## config.mk

```make
export PLATFORM = sky130hd
export DESIGN_NAME = phase_acc
export DESIGN_NICKNAME = d
export VERILOG_FILES = /design/src/rtl/synth_pkg.sv /design/src/rtl/phase_glide.sv /design/src/rtl/phase_acc.sv
export SDC_FILE = /design/constraint.sdc
export NUM_CORES = 1
export LEC_CHECK = 0
export CORE_MARGIN = 4
export CORE_UTILIZATION = 53
export DETAILED_ROUTE_END_ITERATION = 7
export PLACE_DENSITY = 0.8
export SLEW_MARGIN = 20
export SYNTH_ARGS = -nofsm -noshare
export SYNTH_HDL_FRONTEND = slang
export SYNTH_SLANG_ARGS = --single-unit
```

## constraint.sdc

```tcl
create_clock -name clk -period 2.6 [get_ports clk]
set_clock_uncertainty 0.15 [all_clocks]
set_input_delay 0.52 -clock clk [delete_from_list [all_inputs] [get_ports clk]]
set_output_delay 0.52 -clock clk [all_outputs]
set_load 0.02 [all_outputs]
```

## src/rtl/synth_pkg.sv

```systemverilog
// Shared oscillator constants and the phase accumulator state encoding.
// PHASE_W_DEF must agree with the phase input width of the sine lookup.
package synth_pkg;

   localparam int PHASE_W_DEF = 21;

   typedef enum logic {
      ST_IDLE = 1'b0,
      ST_RUN  = 1'b1
   } acc_state_t;

endpackage

```

## src/rtl/phase_glide.sv

```systemverilog
// Combinational glide step: moves the current increment toward the target
// by |diff|>>GLIDE_SHIFT (minimum 1), never overshooting. Built only with PHASE_ACC_GLIDE_EN.
`ifdef PHASE_ACC_GLIDE_EN
module phase_glide #(
   parameter int PHASE_W     = 21,
   parameter int GLIDE_SHIFT = 6
) (
   input  logic [PHASE_W-1:0] i_inc_cur,
   input  logic [PHASE_W-1:0] i_inc_target,
   output logic [PHASE_W-1:0] o_inc_next
);

   logic               w_up;
   logic [PHASE_W-1:0] w_mag;
   logic [PHASE_W-1:0] w_step;

   always_comb begin
      w_up   = (i_inc_target > i_inc_cur);
      w_mag  = w_up ? (i_inc_target - i_inc_cur) : (i_inc_cur - i_inc_target);
      w_step = w_mag >> GLIDE_SHIFT;
      // A zero step would stall short of the target; the shift keeps step <= |diff|.
      if ((w_step == '0) && (w_mag != '0)) begin
         w_step = {{(PHASE_W-1){1'b0}}, 1'b1};
      end
      o_inc_next = w_up ? (i_inc_cur + w_step) : (i_inc_cur - w_step);
   end

endmodule
`endif

```

## src/rtl/phase_acc.sv

```systemverilog
// Phase accumulator for one oscillator voice: handshaked tuning word, hard sync,
// registered phase/valid/wrap. Optional pitch glide under PHASE_ACC_GLIDE_EN.
//
// state   | meaning
// IDLE    | phase held, no phase_valid pulses
// RUN     | phase advances by inc_cur on each sample_en
module phase_acc
   import synth_pkg::*;
#(
   parameter int PHASE_W = PHASE_W_DEF
`ifdef PHASE_ACC_GLIDE_EN
   , parameter int GLIDE_SHIFT = 6
`endif
) (
   input  logic               clk,
   input  logic               rst,
   input  logic               sample_en,
   input  logic [PHASE_W-1:0] freq_word,
   input  logic               freq_valid,
   output logic               freq_ready,
   input  logic               sync,
   output logic [PHASE_W-1:0] phase,
   output logic               phase_valid,
   output logic               wrap
);

   acc_state_t         r_state;
   acc_state_t         w_state_next;
   logic [PHASE_W-1:0] r_inc_target;
   logic [PHASE_W-1:0] r_inc_cur;
   logic [PHASE_W-1:0] r_phase;
   logic               r_sync_pend;
   logic               r_ready;
   logic               r_phase_valid;
   logic               r_wrap;

   logic               w_accept;
   logic               w_word_zero;
   logic               w_update;
   logic               w_go_idle;
   logic               w_sync_eff;
   logic [PHASE_W:0]   w_sum;
   logic [PHASE_W-1:0] w_inc_step;

   assign w_accept    = freq_valid && r_ready;
   assign w_word_zero = (freq_word == '0);
   assign w_sync_eff  = sync || r_sync_pend;
   assign w_sum       = {1'b0, r_phase} + {1'b0, r_inc_cur};

   always_ff @(posedge clk or posedge rst) begin
      if (rst) r_state <= ST_IDLE;
      else     r_state <= w_state_next;
   end

   always_comb begin
      w_state_next = r_state;
      case (r_state)
         ST_IDLE: if (w_accept && !w_word_zero) w_state_next = ST_RUN;
         ST_RUN:  if (w_accept && w_word_zero)  w_state_next = ST_IDLE;
         default: w_state_next = ST_IDLE;
      endcase
   end

   // Accepting a zero word wins over a coincident tick so a stop never zeroes or moves phase.
   always_comb begin
      w_go_idle = (r_state == ST_RUN) && w_accept && w_word_zero;
      w_update  = (r_state == ST_RUN) && sample_en && !w_go_idle;
   end

`ifdef PHASE_ACC_GLIDE_EN
   phase_glide #(
      .PHASE_W     (PHASE_W),
      .GLIDE_SHIFT (GLIDE_SHIFT)
   ) u_glide (
      .i_inc_cur    (r_inc_cur),
      .i_inc_target (r_inc_target),
      .o_inc_next   (w_inc_step)
   );
`else
   assign w_inc_step = r_inc_cur;
`endif

   always_ff @(posedge clk or posedge rst) begin
      if (rst) begin
         r_ready       <= 1'b1;
         r_inc_target  <= '0;
         r_inc_cur     <= '0;
         r_sync_pend   <= 1'b0;
         r_phase       <= '0;
         r_phase_valid <= 1'b0;
         r_wrap        <= 1'b0;
      end else begin
         r_ready       <= !w_accept;
         r_phase_valid <= w_update;
         r_wrap        <= w_update && !w_sync_eff && w_sum[PHASE_W];

         if (w_accept) r_inc_target <= freq_word;

`ifdef PHASE_ACC_GLIDE_EN
         if (w_accept && (w_word_zero || (r_state == ST_IDLE))) r_inc_cur <= freq_word;
         else if (w_update)                                     r_inc_cur <= w_inc_step;
`else
         if (w_accept) r_inc_cur <= freq_word;
`endif

         if (w_update) r_phase <= w_sync_eff ? '0 : w_sum[PHASE_W-1:0];

         if (w_go_idle || w_update) r_sync_pend <= 1'b0;
         else if (sync)             r_sync_pend <= 1'b1;
      end
   end

   assign freq_ready  = r_ready;
   assign phase       = r_phase;
   assign phase_valid = r_phase_valid;
   assign wrap        = r_wrap;

endmodule

```

== Word-level counts from Yosys, hierarchy flattened ==
Index checks and enable logic that the tools add are counted.

* $add $sub $neg: 1
* Mux-type cells: 6
* Bitwise gates (word level): 1
* Reduce and logical (&&, ||, !) cells: 17

{| class="wikitable"
|+ Operators by type and width
! operator !! count
|-
| adder 21 x 21 -> 22 bit || 1
|-
| zero test 21 bit || 1
|-
| 2-to-1 mux 21 bit || 1
|-
| logical AND 1 bit || 9
|-
| zero test 1 bit || 4
|-
| 2-to-1 mux 1 bit || 4
|-
| logical OR 1 bit || 2
|-
| case mux 1 bit (2 select lines) || 1
|-
| nonzero test 2 bit || 1
|-
| inverter 1 bit || 1
|}

* Flip-flop bits (word level): 47

== Longest topological paths before layout ==
Gate-level depths: netlist of run 1.

* Word-level depth: 7
* Gate-level depth with buffers: 9
* Depth with buffers taken out: 9

== Worst setup path before layout of run 1 ==
No wires, ideal clock.

* Kind: reg-to-reg
* Start: register r_phase[3] (netlist: phase[3])
* End: register r_phase[13] (netlist: phase[13])
* Library setup time: 0.126 ns
* Arrival time: 2.192 ns
* Data required time: 2.324 ns
* Setup slack: 0.132 ns
* Cell stages (with the launch flop): 8
* Buffers on the path: 0
* Clock period less this slack: 2.468 ns
* Path through: dfrtp_1 -> ha_1 -> a21o_1 -> a21oi_1 -> a21boi_0 -> a21oi_1 -> o21ai_0 -> a221o_1

* Cells in the longest elaborated chain, start to end: 2

{| class="wikitable"
|+ Ends and longest elaborated chain
! item !! RTL line !! source
|-
| from (decl) || phase_acc.sv:31 || <nowiki>logic [PHASE_W-1:0] r_phase;</nowiki>
|-
| from (signal assigned) || phase_acc.sv:106 || <nowiki>if (w_update) r_phase <= w_sync_eff ? '0 : w_sum[PHASE_W-1:0];</nowiki>
|-
| adder 21 x 21 -> 22 bit || phase_acc.sv:48 || <nowiki>assign w_sum = {1'b0, r_phase} + {1'b0, r_inc_cur};</nowiki>
|-
| 2-to-1 mux 21 bit || phase_acc.sv:106 ||
|}

No other way between the ends.
A chain may end at the register's enable or synchronous reset.

== Worst setup path after layout of run 1 ==
* Start: register r_phase[0] (netlist: phase[0])
* End: register r_phase[20] (netlist: phase[20])

The elaborated chain is that of the path after synthesis.

==> impl_metrics.csv, run 1 <==
group,metric,value,unit
global_route,antenna_found_initial,0,
sta,period_share,96.0,%
die,io-pin-count,50,
routing,wl_met2,3600,um
routing,wirelength_met1,3410,um
logic_synthesis,netlist_area,2930,um^2
clock_network,cts_inserted_buffers,5,
logic_synthesis,synthTopCellsByArea,"dfrtp_1, ha_1, mux2_2",
global_route,grt_start_max_net_pins,23,
cells_and_area,filler_cell_count,391,
clock_network,htreeDepth,2,
sta,worst_pin_slew,0.564,ns
sta,slew_viol_final,0,
cells_and_area,design_area,3810,um^2
worst_setup_path,path_cells,"ha_1 -> inv_1 -> fa_1 -> nor2b_2 -> o31a_1 -> o21ai_4 -> a311oi_2 -> or3_1 -> a32o_1",
routing,routed.top_layer,"met4",
global_route,grt_usage,24.0,%
routing,wl_met3,430,um
job,maxCapViolCount,0,
routing,drtIter0Drc,230,
logic_synthesis,synth_warnings,0,
logic_synthesis,synth-xor-area-share,1.79,%
cells_and_area,layout_commonest_cell,"dfrtp_1",
logic_synthesis,syn_avg_cell_area,9.93,um^2
die,initial_core_util,55.9,%
pwr,ir_drop,0.431,mV
logic_synthesis,synth_seq_area_share,40.2,%
worst_setup_path,cp_slowest_cell,"dfrtp_1",
clock_network,cts.path.max_buffers,2,
logic_synthesis,ys_types,54,
routing,wirelength,7650,um
logic_synthesis,yosys.area_share.simple,13.9,%
routing,routed_via_density,6.08,
clock_network,clockRootBuffer,"clkbuf_8",
worst_setup_path,cp-start-kind,"flop",
logic_synthesis,ys.flop_type,"dfrtp_1",
placed_design,gp_congestion,0.957,
logic_synthesis,syn-num-nets,343,
logic_synthesis,synth_top_area_share,39.3,%
worst_setup_path,critPathCaptureType,"flop",
logic_synthesis,async_flop_share,100,%
die,die_y,82.3,um
cells_and_area,final_net_count,413,
worst_setup_path,crit_required,2.65,ns
logic_synthesis,synthAdderAreaFrac,9.65,%
clock_network,cts_tree,"done",
global_route,overflow,0,
cells_and_area,num_antenna_cells,0,
cells_and_area,mostFrequentLayoutCells,"dfrtp_1, clkdlybuf4s50_1, nand2_1, buf_4, mux2_2",
global_route,grt_pass1_vias,2616,
die,coreArea,5240,um^2
routing,wl_per_cell,17.5,um
sta,fmax,0.400,GHz
routing,drc_errors,0,
sta,relSlewSlack,61.9,%
clock_network,clk_pin_slew_worst_paths,0.09,ns
placed_design,dp_hpwl,5880,um
clock_network,clkSinkCount,47,
clock_network,clk_latency,0.30,ns
die,num_rows,26,
cells_and_area,syn_to_final_growth,30.2,%
routing,vias,2650,
logic_synthesis,muxShareOfSynthArea,8.07,%
worst_setup_path,critPathMaxFanout,5,
placed_design,io_buffers,49,
die,die_area,6780,um^2
logic_synthesis,ys_ff_latch,47,
pwr,leakage,0.00169,uW
placed_design,numPlacedInstances,427,
logic_synthesis,yosysTopAreaCell,"dfrtp_1",
worst_setup_path,critical_path_class,"flop to flop",
clock_network,post_cts_hold_buffer_count,0,
worst_hold_path,min_path_type,"input port to flop",
logic_synthesis,synthCells,295,
logic_synthesis,synth_edf_count,0,
worst_setup_path,path_buf_inv,1,
die,die_x,82.3,um
pwr,p_per_area,757,nW/um^2
routing,ant_nets,0,
run_status,status,"completed",
cells_and_area,fin_cells,436,
sta,fin_crit,2.50,ns
sta,hold_viol,0,
logic_synthesis,synth_top_family_by_area,"compound AO/OA/AOI/OAI gates",
sta,fin_tns_setup,0,ns
worst_setup_path,cp_slowest_stage_delay,0.40,ns
global_route,grt_pass1_wl,12400,um
worst_setup_path,cp.arrival,2.54,ns
placed_design,placed_area,3620,um^2
worst_setup_path,critPathTopFamily,"compound AO/OA/AOI/OAI gates",
cells_and_area,drive_gt1_share,19.1,%
sta,finalSetupViolCount,0,
logic_synthesis,synth-compound-area-share,22.9,%
routing,drtPass1Iterations,4,
-- final cells by class --
cell class / count / area [um^2] / share of cell area, %
clock buffers: 6 / 82.6 / 2.17
repair buffers: 73 / 684 / 18.0
clock inverters: 2 / 35.0 / 0.919
multi-input cells: 226 / 1700 / 44.6
flip-flops and latches: 47 / 1180 / 30.9
inverters: 12 / 45.0 / 1.18
well taps: 70 / 87.6 / 2.30
-- power by group --
part	internal (uW)	switching, uW	total, uW
sequential	857	103	960
combinational	619	736	1350
clock	312	260	572
-- registers in the layout, indices dropped and copies added, names as in the netlist, named ones only --
| register | flops |
|---|---|
| r_sync_pend | 1 |
| freq_ready | 1 |
| r_inc_cur | 21 |
| phase | 21 |
| phase_valid | 1 |
| wrap | 1 |
-- per-stage QoR --
stage	setup slack (ns)	hold WS, ns	util, %	total power (uW)
2_1_floorplan	0.132	0.334	-	1810
3_3_place_gp	-0.265	0.337	69.2	2240
3_5_place_dp	-0.313	0.352	69.2	2280
4_1_cts	0.0135	0.372	71.6	2860
5_1_grt	-0.00673	0.343	72.8	3070
6_report	0.103	0.339	72.8	2890
-- final timing paths --
path	startpoint	end	slack [ns]	depth (start not counted)
worst max-delay path	phase[0]$_DFFE_PP0N_	phase[20]$_DFFE_PP0N_	0.10	9
worst min-delay path	freq_word[11]	r_inc_cur[11]$_DFFE_PP0P_	0.34	2
worst max register to register	phase[0]$_DFFE_PP0N_	phase[20]$_DFFE_PP0N_	0.10	9
worst min register to register	r_inc_cur[3]$_DFFE_PP0P_	r_inc_cur[3]$_DFFE_PP0P_	0.37	1
max in group asynchronous	rst	phase[1]$_DFFE_PP0N_	1.35	3
min in group asynchronous	rst	phase[13]$_DFFE_PP0N_	0.38	2
-- Yosys cell counts, drive strengths merged (2+ instances only) --
library cell / n
a2111o: 2
a211o: 2
a211oi: 2
a21boi: 3
a21o: 8
a21oi: 22
a221o: 2
a32o: 2
and2: 2
and3: 3
buf: 6
clkbuf: 4
dfrtp: 46
ha: 21
inv: 12
mux2: 21
nand2: 33
nand3: 7
nand4: 4
nor2: 15
nor2b: 5
nor3: 3
nor4: 4
o2111a: 2
o2111ai: 2
o211ai: 6
o21a: 7
o21ai: 16
o311ai: 2
o31a: 2
o31ai: 5
o41ai: 2
or3: 4
or4: 2
xnor2: 3
xor2: 3
-- worst reg2reg max path, cell delays in order (launching register included) --
cell and delay (ns):
dfrtp_1 0.40, ha_1 0.22, inv_1 0.07, fa_1 0.21, nor2b_2 0.07, o31a_1 0.33
o21ai_4 0.22, a311oi_2 0.15, or3_1 0.33, a32o_1 0.26
-- kinds of logic (layout without fill, tap and decap cells) --
family | after synthesis | after routing
AO/OA/AOI/OAI | 93 | 93
buffers and inverters | 22 | 93
XOR/XNOR | 6 | 6
multiplexers | 21 | 21
flip-flops | 47 | 47
AND/OR/NAND/NOR | 84 | 84
adder cells (fa/ha/maj) | 22 | 22
-- what timing repair did --
item,CTS,global route
setup endpoints to repair,1,11
setup buffers,0,1
resized for setup,2,16
pin swaps,0,8
-- routing by layer --
metal / GRT usage [%] / up-vias
met5: 0 / -
met4: 9.80 / 0
met3: 4.12 / 25
met2: 37.6 / 101
met1: 32.9 / 1284
li1: - / 1240
Power figures use the tool's default switching activity.
==> run 2: changes to the inputs <==
--- a/config.mk
+++ b/config.mk
@@ -5,11 +5,14 @@
 export SDC_FILE = /design/constraint.sdc
 export NUM_CORES = 1
 export LEC_CHECK = 0
+export CELL_PAD_IN_SITES_DETAIL_PLACEMENT = 1
+export CELL_PAD_IN_SITES_GLOBAL_PLACEMENT = 1
 export CORE_MARGIN = 4
-export CORE_UTILIZATION = 53
+export CORE_UTILIZATION = 41
 export DETAILED_ROUTE_END_ITERATION = 7
-export PLACE_DENSITY = 0.8
+export PLACE_DENSITY_LB_ADDON = 0.1
 export SLEW_MARGIN = 20
 export SYNTH_ARGS = -nofsm -noshare
 export SYNTH_HDL_FRONTEND = slang
 export SYNTH_SLANG_ARGS = --single-unit
+export TNS_END_PERCENT = 50
==> run 2 against run 1 <==
Compared with the run above:
- final cell count grew 7.6%
- global-route usage shrank 2.5 points
- first-iteration DRC count shrank 47%
- clock power shrank 15%
- highest routed layer unchanged
==> impl_metrics.csv, run 2 (synthesis gave the netlist of run 1 again) <==
group,metric,value,unit
global_route,grt_start_max_net_pins,48,
clock_network,post_cts_hold_buffer_count,0,
global_route,grt_usage,21.5,%
job,maxCapViolCount,0,
pwr,power,2870,uW
die,die_area,8560,um^2
clock_network,clk_latency,0.31,ns
sta,fin_crit,2.49,ns
clock_network,clockRootBuffer,"clkbuf_8",
die,io-pin-count,50,
routing,vias,2621,
worst_setup_path,critPathTopFamily,"simple AND/OR/NAND/NOR gates",
clock_network,htreeDepth,2,
worst_setup_path,path_depth,7,
cells_and_area,mostFrequentLayoutCells,"dfrtp_1, clkdlybuf4s50_1, nand2_1, buf_4",
sta,rsz0062_at_grt,"true",
worst_setup_path,cp_slowest_stage_delay,0.48,ns
die,die_y,92.5,um
clock_network,clk_pin_slew_worst_paths,0.09,ns
cells_and_area,num_antenna_cells,0,
sta,period_share,95.8,%
worst_hold_path,holdPathStages,2,
cells_and_area,final_net_count,420,
global_route,grt_pass1_vias,2795,
clock_network,cts.path.max_buffers,2,
routing,routed_via_density,5.59,
worst_setup_path,reg2regPathDepth,9,
worst_hold_path,min_path_type,"flop to flop",
worst_setup_path,cp.arrival,2.53,ns
die,num_rows,30,
worst_setup_path,critical_path_class,"input port to flop",
worst_setup_path,critPathCaptureType,"flop",
sta,hold_viol,0,
worst_setup_path,cp-start-kind,"input port",
sta,fin_tns_setup,0,ns
sta,slew_viol_final,0,
die,coreArea,6870,um^2
routing,wirelength,8790,um
worst_setup_path,critPathMaxFanout,5,
clock_network,cts_tree,"done",
sta,fmax,0.401,GHz
cells_and_area,syn_to_final_growth,32.5,%
sta,worst_pin_slew,0.560,ns
global_route,grt_pass1_wl,14600,um
clock_network,clkSinkCount,47,
routing,drtPass1Iterations,4,
worst_setup_path,crit_required,2.64,ns
placed_design,io_buffers,49,
global_route,overflow,0,
die,initial_core_util,42.6,%
clock_network,cts_inserted_buffers,5,
cells_and_area,filler_cell_count,790,
placed_design,gp_congestion,0.847,
pwr,p_per_area,740,nW/um^2
placed_design,numPlacedInstances,460,
sta,finalSetupViolCount,0,
routing,wl_per_cell,18.7,um
routing,ant_nets,0,
sta,relSlewSlack,62.4,%
routing,drc_errors,0,
worst_setup_path,cp_slowest_cell,"or4_4",
sta,finalWorstSetupSlack,0.108,ns
routing,drtIter0Drc,122,
placed_design,dp_hpwl,6980,um
cells_and_area,regArea,1180,um^2
pwr,leakage,0.00169,uW
placed_design,post-place-ws,-0.416,ns
run_status,status,"completed",
global_route,antenna_found_initial,0,
worst_setup_path,path_buf_inv,1,
worst_setup_path,path_cells,"clkdlybuf4s50_1 -> or4_4 -> or4_4 -> o21bai_4 -> nor2_4 -> o2111a_1 -> a221o_1",
cells_and_area,fin_cells,469,
worst_setup_path,cp_common_cell,"or4_4",
cells_and_area,multiInputGateArea,1700,um^2
cells_and_area,drive_gt1_share,20.4,%
pwr,ir_drop,0.325,mV
die,die_x,92.5,um
-- run 2: path summary, 6_finish.rpt --
path | end | start | slack, ns
setup reg to reg | phase[20]$_DFFE_PP0N_ | phase[0]$_DFFE_PP0N_ | 0.14
max in group asynchronous | freq_ready$_DFF_PP1_ | rst | 1.59
hold / removal | phase[7]$_DFFE_PP0N_ | phase[7]$_DFFE_PP0N_ | 0.37
setup / recovery | phase[15]$_DFFE_PP0N_ | freq_word[12] | 0.11
min in group asynchronous | r_inc_cur[8]$_DFFE_PP0P_ | rst | 0.42
hold reg to reg | phase[7]$_DFFE_PP0N_ | phase[7]$_DFFE_PP0N_ | 0.37
-- run 2: where the power goes --
| group | switching (uW) | internal, uW |
|---|---|---|
| clock | 270 | 218 |
| combinational | 769 | 654 |
| sequential | 104 | 857 |
-- run 2: final cells by class --
| type | count | share of cell area (%) |
|---|---|---|
| Clock inverter | 2 | 0.419 |
| Inverter | 12 | 1.16 |
| Sequential cell | 47 | 30.3 |
| Multi-Input combinational cell | 226 | 43.8 |
| Clock buffer | 6 | 2.13 |
| Tap cell | 96 | 3.09 |
| Timing Repair Buffer | 80 | 19.1 |
-- run 2: routing by layer --
layer	up-vias	wire, um	GRT usage, %
met5	-	0	0
met4	0	141	5.69
met3	11	268	3.25
met2	49	4440	37.1
met1	1304	3940	28.1
li1	1257	-	-
-- run 2: timing repair --
action / in CTS / in global routing
endpoints found under the setup margin: 6 / 11
pin swaps: 4 / 4
gates resized for setup: 11 / 5
setup buffers: 0 / 1
-- run 2: metrics by stage --
stage	util, %	hold WS [ns]	instance area, um^2
global placement	54.2	0.344	3720
detailed placement	54.2	0.352	3720
finish	56.5	0.373	3880
floorplan	-	0.334	2930
global route	56.5	0.389	3880
CTS	56.1	0.378	3850
-- run 2: worst reg2reg max path: stages, from the launching register on --
cell      delay [ns]
dfrtp_1         0.42
ha_1            0.24
inv_1           0.07
fa_1            0.18
nor2b_1         0.06
o31a_1          0.32
o21ai_4         0.20
a311oi_2        0.14
or3_1           0.32
a32o_1          0.24
==> run 3: changes to the inputs <==
--- a/config.mk
+++ b/config.mk
@@ -8,7 +8,7 @@
 export CELL_PAD_IN_SITES_DETAIL_PLACEMENT = 1
 export CELL_PAD_IN_SITES_GLOBAL_PLACEMENT = 1
 export CORE_MARGIN = 4
-export CORE_UTILIZATION = 41
+export CORE_UTILIZATION = 44
 export DETAILED_ROUTE_END_ITERATION = 7
 export PLACE_DENSITY_LB_ADDON = 0.1
 export SLEW_MARGIN = 20
==> constraint.sdc (replaced) <==
create_clock -name clk -period 3.1 [get_ports clk]
set_clock_uncertainty 0.15 [all_clocks]
set_input_delay 0.62 -clock clk [delete_from_list [all_inputs] [get_ports clk]]
set_output_delay 0.62 -clock clk [all_outputs]
set_load 0.02 [all_outputs]
==> run 3 against run 2 <==
Compared with the run above:
- critical path type unchanged
- first-iteration DRC count shrank 30%
- highest routed layer unchanged
- combinational power shrank 23%
- die area shrank 6.2%
- critical path depth is the same
- final cell count shrank 8.1%
==> impl_metrics.csv, run 3 (synthesis gave the netlist of run 1 again) <==
group,metric,value,unit
sta,period_share,89.6,%
placed_design,placed_area,3560,um^2
cells_and_area,design_area,3670,um^2
placed_design,io_buffers,49,
placed_design,dp_hpwl,6480,um
cells_and_area,num_antenna_cells,0,
sta,relSlewSlack,54.5,%
clock_network,cts.path.max_buffers,2,
global_route,grt_pass1_vias,2697,
clock_network,htreeDepth,2,
routing,wl_per_cell,19.6,um
pwr,leakage,0.00159,uW
worst_setup_path,path_cells,"clkdlybuf4s50_1 -> or4_1 -> or4_4 -> o2111ai_2 -> buf_4 -> a2111o_1 -> o211ai_1",
pwr,internal_power,1440,uW
sta,fin_tns_setup,0,ns
global_route,overflow,0,
die,die_y,89.6,um
cells_and_area,drive_gt1_share,14.4,%
worst_setup_path,cp-start-kind,"input port",
routing,routed_via_density,5.92,
pwr,p_per_area,645,nW/um^2
worst_hold_path,worstHoldEndpoint,"phase[2]$_DFFE_PP0N_",
pwr,switching_share,39.1,%
sta,hold_viol,0,
worst_setup_path,rr_startpoint,"phase[0]$_DFFE_PP0N_",
cells_and_area,layout_commonest_cell,"clkdlybuf4s50_1",
cells_and_area,filler_cell_count,726,
worst_setup_path,r2r_slack,0.48,ns
sta,slew_viol_final,0,
sta,fin_crit,2.78,ns
die,coreArea,6420,um^2
worst_setup_path,critPathMaxFanout,8,
global_route,antenna_found_initial,0,
cells_and_area,mostFrequentLayoutCells,"clkdlybuf4s50_1, dfrtp_1, nand2_1, a21oi_1",
pwr,clockPowerShare,19.6,%
clock_network,cts_tree,"done",
worst_setup_path,critPathTopFamily,"simple AND/OR/NAND/NOR gates",
worst_setup_path,reg2regPathDepth,9,
clock_network,clockRootBuffer,"clkbuf_8",
clock_network,cts_setup_buffers,0,
job,maxCapViolCount,0,
die,io-pin-count,50,
sta,rsz0062_at_grt,"false",
clock_network,clk_pin_slew_worst_paths,0.09,ns
routing,vias,2552,
pwr,comb_power_share,46.4,%
placed_design,post-place-ws,0.0347,ns
clock_network,cts_inserted_buffers,5,
worst_setup_path,cp_slowest_cell,"or4_1",
global_route,grt_start_max_net_pins,25,
worst_setup_path,cp_slowest_stage_delay,0.57,ns
worst_hold_path,min-delay-start,"phase[2]$_DFFE_PP0N_",
sta,worst_pin_slew,0.677,ns
routing,wirelength,8440,um
run_status,status,"completed",
global_route,grt_pass1_wl,14000,um
sta,fmax,0.360,GHz
routing,ant_nets,0,
worst_setup_path,critical_path_class,"input port to flop",
die,die_area,8030,um^2
clock_network,ctsResizeCount,0,
worst_setup_path,path_depth,7,
worst_hold_path,holdPathStages,2,
clock_network,clk_latency,0.31,ns
pwr,power_switching,927,uW
routing,drc_errors,0,
worst_hold_path,min_path_type,"flop to flop",
pwr,ir_drop,0.279,mV
sta,finalWorstSetupSlack,0.324,ns
worst_setup_path,cp.arrival,2.80,ns
worst_setup_path,critPathCaptureType,"flop",
worst_setup_path,r2r-end,"phase[18]$_DFFE_PP0N_",
die,initial_core_util,45.6,%
global_route,grt_usage,23.0,%
placed_design,gp_congestion,0.851,
sta,finalSetupViolCount,0,
pwr,pwr-share-seq,34.0,%
worst_setup_path,path_buf_inv,2,
die,num_rows,29,
cells_and_area,final_net_count,401,
worst_setup_path,crit_required,3.13,ns
routing,drtIter0Drc,86,
clock_network,post_cts_hold_buffer_count,0,
clock_network,clkSinkCount,47,
routing,drtPass1Iterations,4,
die,die_x,89.6,um
cells_and_area,syn_to_final_growth,25.5,%
[run 3: changes by cell type in the layout (fill, tap and decap cells not counted), moves of 2 or more]
cell             before  now
clkdlybuf4s50_1      46   49
a21boi_0              1    3
buf_4                28   11
dlygate4sd2_1         3    0
buf_6                 2    0
[run 3: worst max-delay path by stage]
stage | start | endpoint
2_1_floorplan | phase[3]$_DFFE_PP0N_ | phase[13]$_DFFE_PP0N_
3_3_place_gp | freq_word[11] | phase[7]$_DFFE_PP0N_
3_5_place_dp | freq_word[12] | phase[7]$_DFFE_PP0N_
4_1_cts | freq_word[11] | phase[18]$_DFFE_PP0N_
5_1_grt | freq_word[11] | phase[18]$_DFFE_PP0N_
6_report | freq_word[11] | phase[18]$_DFFE_PP0N_
[run 3: layout make-up]
class,instances,area [um^2],share of cell area [%]
Inverter,12,45.0,1.23
Timing Repair Buffer,61,593,16.1
Tap cell,77,96.3,2.62
Multi-Input combinational cell,226,1650,44.9
Clock buffer,5,68.8,1.87
Sequential cell,47,1180,32.0
Clock inverter,3,43.8,1.19
[run 3: metal layers]
metal,GRT usage (%),part of all wire [%],routed length (um)
met1,31.4,47,4010
met3,3.56,4.7,395
met5,0,0,0
met4,5.41,1.2,103
met2,38.2,47,3930
[run 3: tightest hold or removal path, delay by kind of cell, from the launching register on]
family	cells	cell delay, ns
AND/OR/NAND/NOR	1	0.06
AO/OA/AOI/OAI	1	0.06
flip-flops	1	0.37
[run 3: stage by stage]
step	total power, uW	utilization (%)	hold slack (ns)	std cells
after floorplan	1510	-	0.334	295
after global placement	1870	55.5	0.341	423
after detailed placement	1900	55.5	0.351	423
after CTS	2380	57.2	0.374	431
after global routing	2540	57.2	0.391	431
final	2370	57.2	0.373	431
[run 3: power groups by stage]
stage	sequential [uW]	combinational [uW]	clock, uW
after floorplan	872	642	0
after global routing	821	1220	504
after global placement	815	1060	0
final	807	1100	464
after CTS	807	1100	476
after detailed placement	819	1080	0
